`config.mk`:
```
export PLATFORM = sky130hd
export DESIGN_NAME = key_event_ctrl_flat
export DESIGN_NICKNAME = d
export VERILOG_FILES = /design/src/rtl/key_event_if.sv /design/src/rtl/key_event_ctrl.sv /design/src/flat_wrapper.sv
export SDC_FILE = /design/constraint.sdc
export NUM_CORES = 1
export LEC_CHECK = 0
export ABC_CLOCK_PERIOD_IN_PS = 4700
export CAP_MARGIN = 15
export CORE_MARGIN = 5
export CORE_UTILIZATION = 60
export DETAILED_ROUTE_END_ITERATION = 6
export PLACE_DENSITY = 0.92
export REMOVE_ABC_BUFFERS = 1
export SLEW_MARGIN = 30
export SYNTH_ARGS = -nofsm -noshare
export SYNTH_HDL_FRONTEND = slang
export SYNTH_SLANG_ARGS = --single-unit
```
`constraint.sdc`:
```
create_clock -name clk -period 4.7 [get_ports clk]
set_input_delay 0.705 -clock clk [delete_from_list [all_inputs] [get_ports clk]]
set_output_delay 0.705 -clock clk [all_outputs]
set_load 0.05 [all_outputs]
```
`src/rtl/key_event_if.sv`:
```
// Key event bus: debounced key strobe/level in, classified one-cycle events out.
interface key_event_if;
  logic       key_flag;
  logic       key_state;
  logic       short_pulse;
  logic       long_pulse;
  logic       repeat_pulse;
  logic       double_pulse;
  logic       busy;
  logic [7:0] evt_cnt;

  modport master (
    output key_flag, key_state,
    input  short_pulse, long_pulse, repeat_pulse, double_pulse, busy, evt_cnt
  );

  modport slave (
    input  key_flag, key_state,
    output short_pulse, long_pulse, repeat_pulse, double_pulse, busy, evt_cnt
  );
endinterface

```
`src/rtl/key_event_ctrl.sv`:
```
// Classifies debounced key gestures into short, long, auto-repeat and double-click
// one-cycle events, with a running 8-bit count of emitted events.
module key_event_ctrl #(
  parameter int unsigned LONG_CNT   = 50_000_000,
  parameter int unsigned REPEAT_CNT = 10_000_000,
  parameter int unsigned DCLICK_CNT = 15_000_000,
  parameter bit          DCLICK_EN  = 1'b1,
  parameter int unsigned CNT_W      = 26
) (
  input logic        clk,
  input logic        reset,
  key_event_if.slave bus
);

  typedef enum logic [2:0] {
    S_IDLE   = 3'd0,
    S_PRESS1 = 3'd1,
    S_HOLD   = 3'd2,
    S_WAIT2  = 3'd3,
    S_PRESS2 = 3'd4
  } state_t;

  localparam logic [CNT_W-1:0] LONG_END   = CNT_W'(LONG_CNT - 1);
  localparam logic [CNT_W-1:0] REPEAT_END = CNT_W'(REPEAT_CNT - 1);
  localparam logic [CNT_W-1:0] DCLICK_END = CNT_W'(DCLICK_CNT - 1);

  state_t           r_state;
  logic [CNT_W-1:0] r_cnt;
  logic             r_short;
  logic             r_long;
  logic             r_repeat;
  logic             r_double;
  logic             r_busy;
  logic [7:0]       r_evt_cnt;

  logic w_press;
  logic w_release;

  assign w_press   = bus.key_flag & ~bus.key_state;
  assign w_release = bus.key_flag &  bus.key_state;

  // Release beats a terminal count in PRESS1/HOLD, press beats timeout in WAIT2:
  // the strobe branch is tested first in every state.
  always_ff @(posedge clk or negedge reset) begin
    if (!reset) begin
      r_state   <= S_IDLE;
      r_cnt     <= '0;
      r_short   <= 1'b0;
      r_long    <= 1'b0;
      r_repeat  <= 1'b0;
      r_double  <= 1'b0;
      r_busy    <= 1'b0;
      r_evt_cnt <= '0;
    end else begin
      r_short  <= 1'b0;
      r_long   <= 1'b0;
      r_repeat <= 1'b0;
      r_double <= 1'b0;
      r_busy   <= 1'b1;
      case (r_state)
        S_IDLE: begin
          r_cnt  <= '0;
          r_busy <= w_press;
          if (w_press) r_state <= S_PRESS1;
        end
        S_PRESS1: begin
          if (w_release) begin
            r_cnt <= '0;
            if (DCLICK_EN) begin
              r_state <= S_WAIT2;
            end else begin
              r_state   <= S_IDLE;
              r_short   <= 1'b1;
              r_busy    <= 1'b0;
              r_evt_cnt <= r_evt_cnt + 8'd1;
            end
          end else if (r_cnt == LONG_END) begin
            r_state   <= S_HOLD;
            r_cnt     <= '0;
            r_long    <= 1'b1;
            r_evt_cnt <= r_evt_cnt + 8'd1;
          end else begin
            r_cnt <= r_cnt + 1'b1;
          end
        end
        S_HOLD: begin
          if (w_release) begin
            r_state <= S_IDLE;
            r_cnt   <= '0;
            r_busy  <= 1'b0;
          end else if (r_cnt == REPEAT_END) begin
            r_cnt     <= '0;
            r_repeat  <= 1'b1;
            r_evt_cnt <= r_evt_cnt + 8'd1;
          end else begin
            r_cnt <= r_cnt + 1'b1;
          end
        end
        S_WAIT2: begin
          if (w_press) begin
            r_state <= S_PRESS2;
            r_cnt   <= '0;
          end else if (r_cnt == DCLICK_END) begin
            r_state   <= S_IDLE;
            r_cnt     <= '0;
            r_short   <= 1'b1;
            r_busy    <= 1'b0;
            r_evt_cnt <= r_evt_cnt + 8'd1;
          end else begin
            r_cnt <= r_cnt + 1'b1;
          end
        end
        S_PRESS2: begin
          r_cnt <= '0;
          if (w_release) begin
            r_state   <= S_IDLE;
            r_double  <= 1'b1;
            r_busy    <= 1'b0;
            r_evt_cnt <= r_evt_cnt + 8'd1;
          end
        end
        default: begin
          r_state <= S_IDLE;
          r_cnt   <= '0;
          r_busy  <= 1'b0;
        end
      endcase
    end
  end

  assign bus.short_pulse  = r_short;
  assign bus.long_pulse   = r_long;
  assign bus.repeat_pulse = r_repeat;
  assign bus.double_pulse = r_double;
  assign bus.busy         = r_busy;
  assign bus.evt_cnt      = r_evt_cnt;

endmodule

```
`src/flat_wrapper.sv`:
```
// flat-port wrapper written by rule: the top's interface ports become plain ports
module key_event_ctrl_flat 
#(
  parameter int unsigned LONG_CNT   = 50_000_000,
  parameter int unsigned REPEAT_CNT = 10_000_000,
  parameter int unsigned DCLICK_CNT = 15_000_000,
  parameter bit          DCLICK_EN  = 1'b1,
  parameter int unsigned CNT_W      = 26
)
  (clk, reset, bus_key_flag, bus_key_state, bus_short_pulse, bus_long_pulse, bus_repeat_pulse, bus_double_pulse, bus_busy, bus_evt_cnt);
  key_event_if bus_i ();
  input logic clk;
  input logic reset;
  input wire logic [$bits(bus_i.key_flag)-1:0] bus_key_flag;
  input wire logic [$bits(bus_i.key_state)-1:0] bus_key_state;
  output wire logic [$bits(bus_i.short_pulse)-1:0] bus_short_pulse;
  output wire logic [$bits(bus_i.long_pulse)-1:0] bus_long_pulse;
  output wire logic [$bits(bus_i.repeat_pulse)-1:0] bus_repeat_pulse;
  output wire logic [$bits(bus_i.double_pulse)-1:0] bus_double_pulse;
  output wire logic [$bits(bus_i.busy)-1:0] bus_busy;
  output wire logic [$bits(bus_i.evt_cnt)-1:0] bus_evt_cnt;
  assign bus_i.key_flag = bus_key_flag;
  assign bus_i.key_state = bus_key_state;
  assign bus_short_pulse = bus_i.short_pulse;
  assign bus_long_pulse = bus_i.long_pulse;
  assign bus_repeat_pulse = bus_i.repeat_pulse;
  assign bus_double_pulse = bus_i.double_pulse;
  assign bus_busy = bus_i.busy;
  assign bus_evt_cnt = bus_i.evt_cnt;
  key_event_ctrl #(.LONG_CNT(LONG_CNT), .REPEAT_CNT(REPEAT_CNT), .DCLICK_CNT(DCLICK_CNT), .DCLICK_EN(DCLICK_EN), .CNT_W(CNT_W)) u_core (.clk(clk), .reset(reset), .bus(bus_i));
endmodule
```
======== Yosys cells after proc, flatten, opt, wreduce, memory -nomap -nowiden ========
Cells that the tools add are included.
cells by class
  shift-type cells ........................ 0
  divide/modulo/power cells ............... 0
  equality and inequality tests ........... 18
  mux-type cells .......................... 37
  bitwise gates (word level) .............. 3
  reduce and logical (&&, ||, !) cells .... 5
  magnitude comparators ................... 0
  $mul .................................... 0
  $add $sub $neg .......................... 2
operator list
  kind                   count
  $mux 26                6
  $pmux 26 s3            1
  $mux 8                 7
  $eq 26x24->1 const B   2
  $pmux 8 s4             1
  $add 26x1->26 const B  1
  $eq 26x26->1 const B   1
  $mux 3                 6
  $mux 1                 14
  $ne 2x1->1 const B     6
  $pmux 3 s4             1
  $add 8x1->8 const B    1
  $reduce_and 8->1       1
  $eq 3x2->1 const B     2
  $ne 2x2->1 const B     3
  $ne 3x1->1 const B     2
  $pmux 1 s4             1
  $reduce_and 4->1       1
  $reduce_bool 4->1      1
  $eq 3x1->1 const B     1
  $eq 3x3->1 const B     1
  $logic_not 3->1        1
  $and 1x1->1            2
  $reduce_or 2->1        1
  $not 1->1              1
storage, ports and cells
  word-level logic and storage cells ...... 73
  flip-flop bits (word level) ............. 42
  input bits .............................. 4
  memory bits (read-only) ................. 0
  RAM bits ................................ 0
  bits in latches ......................... 0
  output and inout port bits .............. 13
  memories kept ........................... 0

======== Depth between registers and ports, before layout ========
Gate-level depths: netlist (run 1).
  word-level depth ........................ 4
  depth in mapped cells ................... 8
  depth with buffers taken out ............ 7

======== Worst setup path before layout (run 1) ========
No wires, ideal clock.
  path kind ............................... flip-flop to flip-flop
  start ................................... reg u_core.r_cnt[12]
  end ..................................... reg u_core.r_evt_cnt[7], in the netlist u_core.bus.evt_cnt[7]
  path buffers ............................ 1
  setup time .............................. 0.082 ns
  slack ................................... 2.255 ns
  stages on the path, launching flop included .. 8
  data required time ...................... 4.618 ns
  clock period less this slack ............ 2.445 ns
  data arrival time ....................... 2.363 ns
  cell sequence ........................... dfrtp_1 or4_1 or4_1 o41a_1 a221o_1 buf_6 nor3_4 xor2_1
on the way
  word-level cells in the longest chain between the ends .. 3
  elaborated cells between the ends (all ways) .. 7
  classes of those cells .................. eq/ne (6); reduce/logical (1)
ends and longest elaborated chain
  element                                     line                   text
  from (decl)                                 key_event_ctrl.sv:28   logic [CNT_W-1:0] r_cnt;
  from (signal assigned)                      key_event_ctrl.sv:83   r_cnt <= r_cnt + 1'b1;
  from (signal assigned)                      key_event_ctrl.sv:96   r_cnt <= r_cnt + 1'b1;
  from (signal assigned)                      key_event_ctrl.sv:110  r_cnt <= r_cnt + 1'b1;
  $eq 26x24->1, or another cell as far along  key_event_ctrl.sv:103  end else if (r_cnt == DCLICK_END) begin
  $ne 2x1->1 (no line)                        -
  $reduce_and 8->1 (no line) (*)              -
  to (signal assigned)                        key_event_ctrl.sv:94   r_evt_cnt <= r_evt_cnt + 8'd1;
  to (signal assigned)                        key_event_ctrl.sv:108  r_evt_cnt <= r_evt_cnt + 8'd1;
  to (signal assigned)                        key_event_ctrl.sv:119  r_evt_cnt <= r_evt_cnt + 8'd1;
  to (decl)                                   key_event_ctrl.sv:34   logic [7:0] r_evt_cnt;
Every way passes the cells marked *; elsewhere a longest branch is shown, timed or not.
A chain may end at the register's enable or synchronous reset.

======== Worst setup path after layout (run 1) ========
  start ................................... reg u_core.r_cnt[19]
  end ..................................... reg u_core.r_cnt[20]
on the way
  word-level cells in the longest chain between the ends .. 4
  elaborated cells between the ends (all ways) .. 11
  classes of those cells .................. add/sub (1); eq/ne (3); mux (7)
ends and longest elaborated chain
  element                                      line                                                               text
  $add 26x1->26, or another cell as far along  key_event_ctrl.sv:83, key_event_ctrl.sv:96, key_event_ctrl.sv:110
  $mux 26, on equally long branches            key_event_ctrl.sv:103, key_event_ctrl.sv:91, key_event_ctrl.sv:77
  $mux 26, on equally long branches            key_event_ctrl.sv:100, key_event_ctrl.sv:87, key_event_ctrl.sv:67
  $pmux 26 s3 (*)                              key_event_ctrl.sv:60                                               case (r_state)
Marked as above.

==> impl_results.md, run 1 <==
* Status: complete, no violations
* Placed cells at 280
* Clock-pin slew on the worst setup and hold paths at roughly 0.12 ns
* Worst reg-to-reg path cell count at 6
* H-tree depth at 2
* Synth top area cells: dfrtp_1 (48%), nor2_1 (7.4%), xnor2_1 (7.2%), xor2_1 (5.6%), nand2_1 (3.4%)
* Sequential share of power at 43.5%
* Finished Layout Cells at 288
* FP Rows at 21
* Gr ovfl total at 0
* # port buffers at 16
* First-pass GRT wire length at approximately 6700 um
* Vias at 1608
* Worst r2r dst: u_core.r_cnt[20]
* Startpoint types: flop
* Detailed-placement wirelength estimate at between 2000 and 3000 um
* Post-route DRC violation count at 0
* Die W at 70.26 um
* Sw frac at between 40% and 50%
* EDFF count, synth at 0
* CP arrival at between 2 and 3 ns
* Root buffer cell: clkbuf_4
* Fin. Hold Viols at 0
* Post-CTS sizing at 0
* Cell Int Power at 640.9 uW
* Warnings, synthesis at 0
* TritonCTS clock tree: done
* Nets at 247
* RSZ-0062 raised after global routing: no
* Post-synthesis async set-or-reset flop share at 100.0%
* Post-CTS Setup Bufs at 0
* Switching power at 430.5 uW
* Worst Path Required at 4.90 ns
* CP max FO at 26
* Post-synth top cells: nor2_1 (43), dfrtp_1 (42), nand2_1 (20)
* Crit. Startpoint: u_core.r_cnt[19]
* Mapped Cells at 226
* Gpl congestion at 0.8732
* Initial core utilization at 63.77%
* Post-route antenna net violation count at 0
* Dominant cell type by area after synthesis: dfrtp_1
* CTS sink count at 42
* Peak supply drop at 0.0002206 V
* Pwr Density at 438.9 nW/um2
* Fin. max-slew vios at 0
* Wire length on met2 at about 1900 um
* Antenna diodes at 0
* Top routing layer in use: met4
* CTS max path bufs at 2
* DRT met1 WL at 1765 um
* Initial antenna violation count at 0
* Die H at 70.26 um
* WL final at between 3000 and 4000 um
* Slew margin rel. at 54.81%
* Mapped cell area at 2178 um2
* Post-synthesis sequential area ratio at about half
* Vias in the first global route at 1542
* Distinct cells, synth at 40
* Max-cap violation count at 0
* Yosys top cell area share at 48.25%
* Final setup violation count at 0
* Syn avg cell area at approximately 9.6 um2
* All-layer global routing usage at between 15 and 20%
* Worst R2R Setup Slack at 1.91 ns
* DR WL met3 at ~140 um
* Tcrit/Tclk final at 59.36%
* Ys flop type: dfrtp_1
* Skew final at 0.01009 ns
* Crit end category: flop
* Area growth syn-to-layout at 12.06%
* Fmax at between 0.3 and 0.4 GHz
* HP Class: in2async
* Setup total negative slack at 0 ns
* RR Startpoint: u_core.r_cnt[19]
* Worst slew pin tran at 0.6779 ns
* Core Footprint at 3416 um2
* Largest net degree at the start of global routing at 43
* Avg WL per Cell at 13.32 um
* Seq cells post-synth at between 40 and 50
* Vias per cell at between 5 and 6
* Worst skew pair latency at 0.34 ns
* First DRT Iteration DRCs at about 130
* CTS Hold Bufs at 0
* Cts bufs inserted at 5
* Combinational power share at 36.8%
* Power share of the clock group at 19.7%
* DIE AREA at 4936 um2
* Leakage at 1.050 nW
* Kind of critical path: reg2reg
* Min Tclk post-route at 2.790 ns
* Boundary Pins at 17
* Pre-Repair DR Iteration Count at 4
* Layout cell share with drive strength beyond 1 at 6.612%
* Top-count cell post-synth: nor2_1
-- final cells by class --
| type | count | area [um2] |
|---|---|---|
| clock buffer | 8 | 78.83 |
| tap | 46 | 57.56 |
| multi-input combinational | 170 | 1074 |
| inverter | 6 | 22.52 |
| timing repair buffer | 16 | 157.7 |
| fill | 264 | 974.7 |
| sequential | 42 | 1051 |
-- cells in the final DEF (no fill, tap or decap), types with 3 or more instances in the layout --
cell,n
and3_1,10
clkbuf_4,5
clkdlybuf4s50_1,15
o21ai_0,3
nand3_1,9
inv_1,6
a21oi_1,5
and4_1,4
nor2_1,43
nor3_1,7
xnor2_1,18
nand4_1,5
nor2b_1,3
dfrtp_1,42
nand2_1,20
clkbuf_8,3
xor2_1,14
-- through the flow --
stage / cell area (um2) / setup WS (ns) / hold slack [ns] / util [%] / total power, mW
6_report: 2441 / 1.910 / 0.3190 / 71.47 / 1.071
5_1_grt: 2441 / 1.651 / 0.3313 / 71.47 / 1.139
4_1_cts: 2439 / 1.891 / 0.4819 / 71.39 / 1.083
3_5_place_dp: 2360 / 1.806 / 0.4609 / 69.08 / 0.8723
3_3_place_gp: 2351 / 1.543 / 0.4561 / 68.83 / 0.8589
2_1_floorplan: 2138 / 2.067 / 0.4094 / - / 0.7463
-- critical path, cell delays in order, from the launching register on --
cell and delay, ns:
dfrtp_1 0.43, or4_1 0.51, or4_1 0.43, nor3_1 0.35, o2bb2ai_1 0.21, a31oi_4 0.59, nor2_1 0.12
-- power by group through the flow --
stage	Clock, mW	Sequential [mW]	Combinational (mW)
finish	0.211	0.466	0.395
global route	0.237	0.473	0.429
CTS	0.217	0.466	0.400
detailed placement	0	0.473	0.399
global placement	0	0.471	0.387
floorplan	0	0.559	0.188
-- registers in the layout, summed over array words and instances, names as in the netlist --
| name | count |
|---|---|
| u_core.bus.long_pulse | 1 |
| u_core.bus.busy | 1 |
| u_core.bus.double_pulse | 1 |
| u_core.r_cnt | 26 |
| u_core.bus.evt_cnt | 8 |
| u_core.r_state | 3 |
| u_core.bus.repeat_pulse | 1 |
| u_core.bus.short_pulse | 1 |
-- routing by layer --
layer / GRT usage [%] / up-vias
met5: 0 / -
met4: 7.660 / 0
met3: 4.304 / 4
met2: 27.13 / 25
met1: 21.11 / 774
li1: - / 805
-- cell families after synthesis --
family / synth area share (%)
simple gates: 28.37
fa+ha+maj: 1.149
buf+inv: 2.872
mux: 0.5169
xor+xnor: 12.87
compound gates: 5.974
flops: 48.25
-- worst max-delay path by stage --
stage          cells after the start  slack (ns)               endpoint
6_report                           6        1.91       u_core.r_cnt[20]
5_1_grt                            6        1.65       u_core.r_cnt[18]
4_1_cts                            6        1.89       u_core.r_cnt[20]
3_5_place_dp                       7        1.81  u_core.bus.evt_cnt[7]
3_3_place_gp                       7        1.54        u_core.r_cnt[6]
2_1_floorplan                      6        2.07       u_core.r_cnt[10]
Power figures use the tool's default switching activity.
==> run 2: changes to the inputs <==
Settings changed: ABC_CLOCK_PERIOD_IN_PS 4700 to 2870, CORE_UTILIZATION 60 to 57, PLACE_DENSITY 0.92 to 0.88.
Clock period 4.7 ns to 2.87 ns, I/O delays scaled along.
==> run 2 against run 1 <==
Against the previous run: clock power grew 120%; global-route usage up 0.93 points; sequential share of layout area is 1.0 points lower; via count up 4.8%; hold slack worse by 0.22 ns; worst setup slack got worse by 1.7 ns; die area is 4.5% higher; count of clock-buffer cells in the layout decreased by 2; combinational power increased by 74%; flip-flop and latch count stayed put; design area up 2.5%; sequential power rose by 65%; critical endpoint is now u_core.bus.evt_cnt[7].
==> impl_results.md, run 2 (synthesis results as in run 1) <==
* Pre-Repair DR Iteration Count at 4
* Root buffer cell: clkbuf_8
* Antenna diodes at 0
* Worst skew pair latency at 0.30 ns
* Finished Layout Cells at 293
* Skew final at 0.009120 ns
* Cts bufs inserted at 5
* Kind of critical path: reg2reg
* Detailed-placement wirelength estimate at 3009 um
* Layout cell share with drive strength beyond 1 at 7.347%
* Pwr Density at around 760 nW/um2
* H-tree depth at 2
* Post-CTS Setup Bufs at 0
* Post-CTS sizing at 0
* Commonest non-fill, non-tap cell in the layout: nor2_1
* Worst slew pin tran at 0.5039 ns
* HP Class: in2async
* Final setup violation count at 0
* Worst Path Required at between 3 and 4 ns
* Post-route DRC violation count at 0
* DP Area at 2389 um2
* CP max FO at 8
* Startpoint types: flop
* Die H at 71.82 um
* Peak supply drop at between 0.0004 and 0.0005 V
* CTS sink count at 42
* Setup total negative slack at 0 ns
* WL final at 4122 um
* Core Footprint at 3689 um2
* Vias at 1685
* Avg WL per Cell at 14.07 um
* RSZ-0062 raised after global routing: no
* Initial antenna violation count at 0
* Most flop-heavy register: u_core.r_cnt
* FP Rows at 22
* CTS Hold Bufs at 0
* Most frequent cells in the layout: nor2_1 (43), dfrtp_1 (42), nand2_1 (20), xnor2_1 (18), clkdlybuf4s50_1 (15)
* Min Tclk post-route at about 2.7 ns
* Boundary Pins at 17
* Gpl congestion at just over 0.8
* CTS max path bufs at 2
* Clock-pin slew on the worst setup and hold paths at around 0.080 ns
* Gr ovfl total at 0
* Fin. max-slew vios at 0
* Slew margin rel. at 66.30%
* Placed cells at 285
* Fin area at 2501 um2
* Initial core utilization at 59.06%
* Total power at between 1.5 and 2 mW
* Leakage at around 1.1 nW
* Max-cap violation count at 0
* CP arrival at 2.92 ns
* First DRT Iteration DRCs at 132
* Tcrit/Tclk final at between 90% and 100%
* Fin. Hold Viols at 0
* Largest net degree at the start of global routing at 43
* Crit end category: flop
* TritonCTS clock tree: done
* All-layer global routing usage at ~18%
* DIE AREA at 5158 um2
* First-pass GRT wire length at between 7000 and 8000 um
* Vias in the first global route at approximately 1600
* # port buffers at 16
* Die W at 71.82 um
* Vias per cell at 5.751
* Status: complete, no violations
* Max FFs per register at 26
* Nets at between 200 and 300
* Post-route antenna net violation count at 0
* Fmax at around 0.37 GHz
* Area growth syn-to-layout at 14.82%
## run 2: metrics by stage
step / hold slack (ns) / worst slack [ns] / utilization [%]
final: 0.1003 / 0.1742 / 67.81
after global routing: 0.1370 / 0.04741 / 67.81
after CTS: 0.2809 / 0.1553 / 67.74
after detailed placement: 0.4939 / 0.1749 / 64.76
after global placement: 0.4575 / 0.2956 / 64.76
after floorplan: 0.1349 / 0.2366 / -
## run 2: final cells by class
| class | count | area [um2] |
|---|---|---|
| Inverter | 6 | 22.52 |
| Clock inverter | 2 | 37.54 |
| Tap cell | 48 | 60.06 |
| Timing Repair Buffer | 19 | 192.7 |
| Fill cell | 313 | 1187 |
| Clock buffer | 6 | 72.57 |
| Sequential cell | 42 | 1051 |
| Multi-Input combinational cell | 170 | 1065 |
## run 2: power breakdown
part / internal, mW / switching (mW) / total (mW)
Sequential: 0.664 / 0.103 / 0.767
Clock: 0.259 / 0.199 / 0.458
Combinational: 0.250 / 0.437 / 0.687
Total: 1.17 / 0.738 / 1.91
## run 2: worst max-delay path: stages, from the launching register on
cell and delay (ns):
dfrtp_1 0.42, or4_1 0.54, or4_1 0.44, o41a_1 0.33
a221o_1 0.47, nor3_4 0.25, xor2_1 0.18
## run 2: final timing paths
kind                                        from                    end  slack (ns)  depth (start not counted)
max                             u_core.r_cnt[19]  u_core.bus.evt_cnt[7]        0.17                          6
min                                        reset  u_core.bus.long_pulse        0.10                          1
max reg2reg                     u_core.r_cnt[19]  u_core.bus.evt_cnt[7]        0.17                          6
min reg2reg                u_core.bus.evt_cnt[7]  u_core.bus.evt_cnt[7]        0.50                          1
max in group asynchronous                  reset       u_core.r_cnt[22]        2.42                          1
min in group clk           u_core.bus.evt_cnt[7]  u_core.bus.evt_cnt[7]        0.50                          1
## run 2: routing by layer
metal  vias up  GRT usage [%]  wire length [um]
li1        818              -                 -
met1       814          22.07              1700
met2        42          29.29              2137
met3        11          3.787               178
met4         0          8.559               106
met5         -              0                 0
